<file path="src/rtl/draw_priority_mux_pkg.sv">
// Shared constants and helpers for the draw-request multiplexer.
// Mode encodings select between lowest-index priority and strict one-hot drawing.
package draw_mux_pkg;

    localparam logic [7:0] DEFAULT_TRANSP_RGB = 8'hFF;

    localparam int MODE_PRIORITY = 0;
    localparam int MODE_ONEHOT   = 1;

    // Index width that stays at least one bit even for degenerate channel counts.
    function automatic int idx_width(input int n);
        return (n <= 2) ? 1 : $clog2(n);
    endfunction

endpackage

</file>
<file path="src/rtl/draw_priority_mux_priority_enc.sv">
// Combinational lowest-index priority encoder.
// Also flags whether any request, or two or more requests, are present.
module priority_enc
    import draw_mux_pkg::*;
#(
    parameter int NUM_CH = 16
) (
    input  logic [NUM_CH-1:0]                i_eff,
    output logic [idx_width(NUM_CH)-1:0]     o_idx,
    output logic                             o_any,
    output logic                             o_multi
);

    localparam int IDX_W = idx_width(NUM_CH);

    logic w_seen;

    always_comb begin
        o_idx = '0;
        for (int i = NUM_CH - 1; i >= 0; i--) begin
            if (i_eff[i]) begin
                o_idx = IDX_W'(i);
            end
        end
    end

    always_comb begin
        w_seen  = 1'b0;
        o_multi = 1'b0;
        for (int i = 0; i < NUM_CH; i++) begin
            if (i_eff[i]) begin
                if (w_seen) begin
                    o_multi = 1'b1;
                end
                w_seen = 1'b1;
            end
        end
        o_any = w_seen;
    end

endmodule

</file>
<file path="src/rtl/draw_priority_mux.sv">
// N-channel draw-request multiplexer with transparency keying, selectable
// arbitration and per-frame collision accumulation; all outputs registered.
module draw_priority_mux
    import draw_mux_pkg::*;
#(
    parameter int                 NUM_CH    = 16,
    parameter int                 RGB_W     = 8,
    parameter bit                 TRANSP_EN = 1'b1,
    parameter logic [RGB_W-1:0]   TRANSP_RGB = RGB_W'(DEFAULT_TRANSP_RGB),
    parameter int                 MODE      = MODE_PRIORITY,
    parameter int                 CNT_W     = 16
) (
    input  logic                        clk,
    input  logic                        reset,
    input  logic                        startOfFrame,
    input  logic [NUM_CH*RGB_W-1:0]     ch_rgb,
    input  logic [NUM_CH-1:0]           ch_draw_req,
    output logic [RGB_W-1:0]            out_rgb,
    output logic                        out_draw_req,
    output logic [$clog2(NUM_CH)-1:0]   out_ch_idx,
    output logic                        collision,
    output logic [NUM_CH-1:0]           live_coll_mask,
    output logic [NUM_CH-1:0]           frame_coll_mask,
    output logic [CNT_W-1:0]            frame_coll_cnt
);

    localparam int IDX_W = idx_width(NUM_CH);

    logic [NUM_CH-1:0] w_eff;
    logic [IDX_W-1:0]  w_idx;
    logic              w_any;
    logic              w_multi;
    logic              w_win;
    logic [RGB_W-1:0]  w_sel_rgb;

    logic [RGB_W-1:0]  r_rgb;
    logic              r_draw;
    logic [IDX_W-1:0]  r_idx;
    logic              r_coll;
    logic [NUM_CH-1:0] r_live_mask;
    logic [CNT_W-1:0]  r_live_cnt;
    logic [NUM_CH-1:0] r_frame_mask;
    logic [CNT_W-1:0]  r_frame_cnt;

    function automatic logic [CNT_W-1:0] sat_inc(input logic [CNT_W-1:0] v);
        return (&v) ? v : v + 1'b1;
    endfunction

    // A channel showing the key colour is treated as not requesting at all.
    always_comb begin
        for (int i = 0; i < NUM_CH; i++) begin
            w_eff[i] = ch_draw_req[i] &&
                       !(TRANSP_EN && (ch_rgb[i*RGB_W +: RGB_W] == TRANSP_RGB));
        end
    end

    priority_enc #(
        .NUM_CH (NUM_CH)
    ) u_enc (
        .i_eff   (w_eff),
        .o_idx   (w_idx),
        .o_any   (w_any),
        .o_multi (w_multi)
    );

    assign w_win = (MODE == MODE_ONEHOT) ? (w_any && !w_multi) : w_any;

    always_comb begin
        w_sel_rgb = '0;
        for (int i = 0; i < NUM_CH; i++) begin
            if (w_idx == IDX_W'(i)) begin
                w_sel_rgb = ch_rgb[i*RGB_W +: RGB_W];
            end
        end
    end

    // Pixel output stage: colour and index hold when nobody wins.
    always_ff @(posedge clk or posedge reset) begin
        if (reset) begin
            r_draw <= 1'b0;
            r_rgb  <= '0;
            r_idx  <= '0;
            r_coll <= 1'b0;
        end else begin
            r_draw <= w_win;
            r_coll <= w_multi;
            if (w_win) begin
                r_rgb <= w_sel_rgb;
                r_idx <= w_idx;
            end
        end
    end

    // Frame accumulators: the startOfFrame pixel opens the new frame.
    always_ff @(posedge clk or posedge reset) begin
        if (reset) begin
            r_live_mask  <= '0;
            r_live_cnt   <= '0;
            r_frame_mask <= '0;
            r_frame_cnt  <= '0;
        end else if (startOfFrame) begin
            r_frame_mask <= r_live_mask;
            r_frame_cnt  <= r_live_cnt;
            r_live_mask  <= w_multi ? w_eff : '0;
            r_live_cnt   <= w_multi ? CNT_W'(1) : '0;
        end else if (w_multi) begin
            r_live_mask  <= r_live_mask | w_eff;
            r_live_cnt   <= sat_inc(r_live_cnt);
        end
    end

    assign out_rgb         = r_rgb;
    assign out_draw_req    = r_draw;
    assign out_ch_idx      = r_idx;
    assign collision       = r_coll;
    assign live_coll_mask  = r_live_mask;
    assign frame_coll_mask = r_frame_mask;
    assign frame_coll_cnt  = r_frame_cnt;

endmodule

</file>
<file path="config.mk">
export PLATFORM = sky130hd
export DESIGN_NAME = draw_priority_mux
export DESIGN_NICKNAME = d
export VERILOG_FILES = /design/src/rtl/draw_priority_mux_pkg.sv /design/src/rtl/draw_priority_mux_priority_enc.sv /design/src/rtl/draw_priority_mux.sv
export SDC_FILE = /design/constraint.sdc
export NUM_CORES = 1
export LEC_CHECK = 0
export BUFFER_PORTS_ARGS = -buffer_cell sky130_fd_sc_hd__buf_2
export CORE_MARGIN = 2
export CORE_UTILIZATION = 30
export DETAILED_ROUTE_END_ITERATION = 6
export PLACE_DENSITY = 0.66
export SKIP_CTS_REPAIR_TIMING = 1
export SYNTH_ARGS = -nofsm -noshare
export SYNTH_HDL_FRONTEND = slang
export SYNTH_HIERARCHICAL = 1
export SYNTH_SLANG_ARGS = --single-unit
</file>
<file path="constraint.sdc">
create_clock -name clk -period 5.8 [get_ports clk]
set_clock_uncertainty 0.1 [all_clocks]
set_input_delay 0.58 -clock clk [delete_from_list [all_inputs] [get_ports clk]]
set_output_delay 0.58 -clock clk [all_outputs]
set_load 0.05 [all_outputs]
</file>
# Word-level counts from Yosys, hierarchy flattened
# Index checks and enable logic that the tools add are counted.
# classes
mul	0
eq_ne	32
bitwise	1
mux	85
n_addsub	1
shift	0
reduce_logical	36
n_div	0
order_cmp	0
# ops
cell	count
== test 8 bit (second input constant)	16
two-way mux 8 bit	16
two-way mux 16 bit	6
two-way mux 4 bit	16
two-way mux 1 bit	47
== test 4 bit (second input constant)	8
adder 16 x 1 -> 16 bit (second input constant)	1
== test 4 x 3 -> 1 bit (second input constant)	4
logical AND 1 bit	16
logical NOT 1 bit	16
OR 16 bit	1
AND reduction 16 bit	1
== test 4 x 2 -> 1 bit (second input constant)	2
== test 4 x 1 -> 1 bit (second input constant)	1
logical NOT 4 bit	1
inequality test 2 bit (second input constant)	1
AND reduction 2 bit	1
nonzero test 2 bit	1
# word_totals
reg_bits	78
in_bits	147
latch_bits	0
romBits	0
word_cells	163
output_inout_bits	62
ramBits	0
n_memories	0

# Depth between registers and ports, before layout
# logic_depth
ltp_word	36
ltp_mapped	16
mapped_depth_nobuf	12

# By module
# The synthesis kept the hierarchy.
# modules_own_cells
module	seq_area_each_um2	n_inst	area_each_um2	cells_per_inst
draw_priority_mux	1951.9	1	4799.6	459
priority_enc	0.0	1	280.3	45

# Worst setup path after synthesis
# No wires, ideal clock.
# synth_timing
kind	input to register
from	in ch_rgb[94]
to	reg r_live_cnt[5]
cell_stages	13
n_path_buf	1
t_required_ps	5568
setup_time_ps	132
slack_ps	2594
arrival_time_ps	2974
path_cell_list	nand4_1 > o21a_1 > or4_4 > o21ai_1 > o2111ai_1 > nor4_1 > nand2_1 > clkbuf_1 > o211a_1 > and4_1 > o31ai_1 > xor2_1 > nor2_1
# synth_via
elab_chain_cells	14
elab_cells_between_ends	18
cone_classes	1 x eq/ne; 13 x mux; 4 x reduce/logical
# synth_lines
item	line	text
from (decl)	draw_priority_mux.sv:16	input logic [NUM_CH*RGB_W-1:0] ch_rgb,
== test 8 bit *	draw_priority_mux.sv:53	!(TRANSP_EN && (ch_rgb[i*RGB_W +: RGB_W] == TRANSP_RGB));
logical NOT 1 bit *	draw_priority_mux.sv:53	
logical AND 1 bit *	draw_priority_mux.sv:52	w_eff[i] = ch_draw_req[i] &&
named net w_eff[11]	draw_priority_mux.sv:29	logic [NUM_CH-1:0] w_eff;
two-way mux 1 bit	draw_priority_mux_priority_enc.sv:31	if (i_eff[i]) begin
two-way mux 1 bit	draw_priority_mux_priority_enc.sv:32	if (w_seen) begin
two-way mux 1 bit	draw_priority_mux_priority_enc.sv:31	
two-way mux 1 bit	draw_priority_mux_priority_enc.sv:32	
two-way mux 1 bit	draw_priority_mux_priority_enc.sv:31	
two-way mux 1 bit	draw_priority_mux_priority_enc.sv:32	
two-way mux 1 bit	draw_priority_mux_priority_enc.sv:31	
two-way mux 1 bit	draw_priority_mux_priority_enc.sv:32	
two-way mux 1 bit *	draw_priority_mux_priority_enc.sv:31	
named net w_multi	draw_priority_mux.sv:32	logic w_multi;
nonzero test 2 bit (no source line) *	n/a	
AND reduction 2 bit (no source line) *	n/a	
to (signal assigned)	draw_priority_mux.sv:105	r_live_cnt <= w_multi ? CNT_W'(1) : '0;
to (signal assigned)	draw_priority_mux.sv:108	r_live_cnt <= sat_inc(r_live_cnt);
to (decl)	draw_priority_mux.sv:41	logic [CNT_W-1:0] r_live_cnt;
# Mark *: on every way through the listed nets, which the timed path passes. The rest lies on a longest branch.
# A chain may end at the register's enable or synchronous reset.

# Final worst setup path
# layout_timing
from	in ch_rgb[45]
to	reg r_rgb[7] (netlist: out_rgb[7])
# layout_via
elab_chain_cells	26
elab_cells_between_ends	52
cone_classes	16 x eq/ne; 33 x mux; 3 x reduce/logical
# layout_lines
item	line	text
== test 8 bit *	draw_priority_mux.sv:53	
logical NOT 1 bit *	draw_priority_mux.sv:53	
logical AND 1 bit *	draw_priority_mux.sv:52	
named net w_eff[5]	draw_priority_mux.sv:29	
two-way mux 4 bit * (6 in a row)	draw_priority_mux_priority_enc.sv:21	if (i_eff[i]) begin
named net w_idx[0]	draw_priority_mux.sv:30	logic [IDX_W-1:0] w_idx;
logical NOT 4 bit	draw_priority_mux.sv:71	if (w_idx == IDX_W'(i)) begin
two-way mux 8 bit (15 in a row)	draw_priority_mux.sv:71	
two-way mux 8 bit *	draw_priority_mux.sv:71	
to (signal assigned)	draw_priority_mux.sv:88	r_rgb <= w_sel_rgb;
to (decl)	draw_priority_mux.sv:36	logic [RGB_W-1:0] r_rgb;
# Marks and branches as above.

==> run_results.csv <==
group,metric,value,unit
status,status,"finished clean",
clock_tree,cts_max_level,3,
placement,placed_area,6311,um^2
timing,worst_slew_pin_slew,0.8920,ns
die,die_y,134.1,um
job,cap_violations,0,
die,rows,47,
cells_and_area,postLayoutCellArea,6610,um^2
logic_synthesis,yosysMostFrequentCell,"dfrtp_1",
route,drt_iter0_markers,482,
die,start_util,30.63,%
global_routing,grt_pass1_wl,27810,um
route,drc,0,
power,pwr_density_cell,242.5,nW/um^2
die,dieArea,17990,um^2
global_routing,overflow,0,
logic_synthesis,ys_types,64,
timing,slew_violations,0,
logic_synthesis,synth_common_cells,"dfrtp_1, mux2_2, nand4_1, nor2_1, a21oi_1",
cells_and_area,final_core_util,39.86,%
global_routing,track_usage,20.19,%
route,wl,18280,um
cells_and_area,syn2layout_area_growth,30.12,%
setup_path,critical-path-top-delay-family,"compound AO/OA/AOI/OAI gates",
logic_synthesis,synthCells,504,
logic_synthesis,synth-xor-area-share,2.241,%
timing,finalHoldViolCount,0,
hold_path,hp-class,"in -> async",
logic_synthesis,yosys.area.top_type_share,38.42,%
global_routing,grt_pass1_vias,5000,
route,antenna_left,0,
setup_path,arrival,4.03,ns
logic_synthesis,syn_area,5080,um^2
clock_tree,cts_tree,"built",
setup_path,cp.required,5.92,ns
logic_synthesis,synthAdderAreaFrac,1.059,%
clock_tree,numCtsBuffers,9,
setup_path,cp-start-kind,"primary input",
setup_path,cp_slowest_cell,"a31o_2",
placement,placedCellCount,905,
die,die_w,134.1,um
setup_path,cp_max_fo,30,
route,dr_total_vias,5109,
clock_tree,root_buffer,"clkbuf_16",
logic_synthesis,synth_edf_count,0,
cells_and_area,num_antenna_cells,0,
cells_and_area,drive_gt1_share,42.08,%
logic_synthesis,syn_nets,652,
power,leakage,2.896,nW
logic_synthesis,ys_seq_area_share,38.42,%
timing,relSlewSlack,40.53,%
timing,whs,0.01986,ns
clock_tree,cts_buffer_depth,2,
timing,finalCriticalPeriod,3.906,ns
logic_synthesis,synth_top_family_by_area,"compound AO/OA/AOI/OAI gates",
logic_synthesis,syn_area_per_cell,10.08,um^2
timing,fmax,256.0,MHz
setup_path,crit_path_cell_trace,"buf_2 -> nand4_1 -> o21a_1 -> inv_1 -> a2111oi_0 -> o21ai_0 -> o21ai_0 -> a31o_2 -> mux4_2 -> mux4_2 -> mux2_4",
route,vias_per_cell,5.547,
timing,fin_crit_sh,67.35,%
cells_and_area,fin_nets,844,
global_routing,antenna_found_initial,0,
logic_synthesis,ys.flop_type,"dfrtp_1",
logic_synthesis,synth_top_area_cell,"dfrtp_1",
setup_path,cpPeakStageDelay,0.69,ns
clock_tree,cts.sinks,78,
placement,numPortBuffers,208,
logic_synthesis,ys_ff_latch,78,
clock_tree,cts.clk_slew.worst_paths,0.06,ns
global_routing,grt_max_degree,71,
timing,fin_setup_tns,0,ns
cells_and_area,stdcell_count,921,
die,ios,209,
placement,gp_congestion,0.9905,
logic_synthesis,synthTopCellsByArea,"dfrtp_1, mux2_2, mux4_2",
timing,setup_viol,0,
placement,dp_hpwl,14690,um
timing,rsz0062_at_grt,"no",
setup_path,worst-path-buf-inv,2,
logic_synthesis,yosys.area_share.simple,15.96,%
logic_synthesis,synth_warnings,6,
route,dr.pass1.iters,5,
logic_synthesis,synth_compound_area_share,20.02,%
logic_synthesis,async_flop_share,100.0,%
die,coreArea,16580,um^2
clock_tree,clkLatencyLatePin,0.34,ns
setup_path,cp-end-kind,"register",
logic_synthesis,synthMuxAreaShare,17.96,%
power,peakVddDrop,0.0001298,V
setup_path,worstSetupPathType,"in -> reg",
route,wl_per_cell,19.84,um
-- power by group --
part / switching, W / internal (W) / leakage (nW)
logic: 0.000282 / 0.000146 / 1.81
registers: 0.0000248 / 0.000580 / 0.946
clock network: 0.000234 / 0.000336 / 0.135
-- placed cells by master (no fill, tap or decap), drive strengths merged, types with 9 or more instances in the layout --
cell	n
dfrtp	78
inv	13
a21oi	21
a22o	18
o21ai	32
mux2	44
clkbuf	10
xor2	10
nand4	38
o21a	16
mux2i	12
nor2	37
nand3	9
mux4	13
nor3	11
nand2	12
buf	214
-- layer usage --
metal | vias up | global-route usage (%) | wire (um)
met5 | - | 0 | 0
met4 | 0 | 9.708 | 798
met3 | 52 | 3.741 | 1274
met2 | 279 | 35.07 | 9074
met1 | 2425 | 24.11 | 7130
li1 | 2353 | - | -
-- logic make-up (layout without fill, tap and decap cells) --
| family | Yosys count | count (layout) |
|---|---|---|
| fa+ha+maj | 5 | 5 |
| buf+inv | 47 | 244 |
| compound gates | 146 | 146 |
| flops | 78 | 78 |
| xor+xnor | 13 | 13 |
| simple gates | 146 | 146 |
| mux | 69 | 69 |
-- final timing paths --
| check | start | end | slack, ns | cells past startpoint |
|---|---|---|---|---|
| min in group clk | frame_coll_mask[2]$_DFFE_PP0P_ | frame_coll_mask[2]$_DFFE_PP0P_ | 0.40 | 1 |
| worst min register to register | frame_coll_mask[2]$_DFFE_PP0P_ | frame_coll_mask[2]$_DFFE_PP0P_ | 0.40 | 1 |
| max in group asynchronous | reset | r_live_cnt[2]$_DFFE_PP0P_ | 4.48 | 3 |
| worst max-delay path | ch_rgb[45] | out_rgb[7]$_DFFE_PP0P_ | 1.89 | 11 |
| worst max register to register | r_live_cnt[10]$_DFFE_PP0P_ | r_live_cnt[4]$_DFFE_PP0P_ | 3.84 | 5 |
| worst min-delay path | reset | out_draw_req$_DFF_PP0_ | 0.02 | 2 |
-- through the flow --
stage                     power (W)  setup slack (ns)
final                      0.001603             1.894
after global routing       0.001667             1.721
after CTS                  0.001617             1.979
after detailed placement   0.001043             1.628
after global placement     0.001041             1.635
after floorplan           0.0008862             2.594
-- sequential cells by signal, indices dropped and copies added (netlist names) --
name / flops
collision: 1
frame_coll_cnt: 16
frame_coll_mask: 16
live_coll_mask: 16
out_ch_idx: 4
out_draw_req: 1
out_rgb: 8
r_live_cnt: 16
-- worst reg2reg max path, delay by kind of cell, from the launching register on --
kind / cells / cell delay (ns)
AO/OA/AOI/OAI: 1 / 0.39
flip-flops: 1 / 0.44
AND/OR/NAND/NOR: 3 / 0.72
XOR/XNOR: 1 / 0.18
-- area by class of cell --
cell class | instances | area [um^2]
Fill cell | 1668 | 9973
Multi-Input combinational cell | 379 | 2919
Sequential cell | 78 | 1952
Timing Repair Buffer | 214 | 1111
Tap cell | 220 | 275.3
Clock buffer | 10 | 229.0
Clock inverter | 6 | 70.07
Inverter | 14 | 53.80
(Power assumes the default switching activity.)
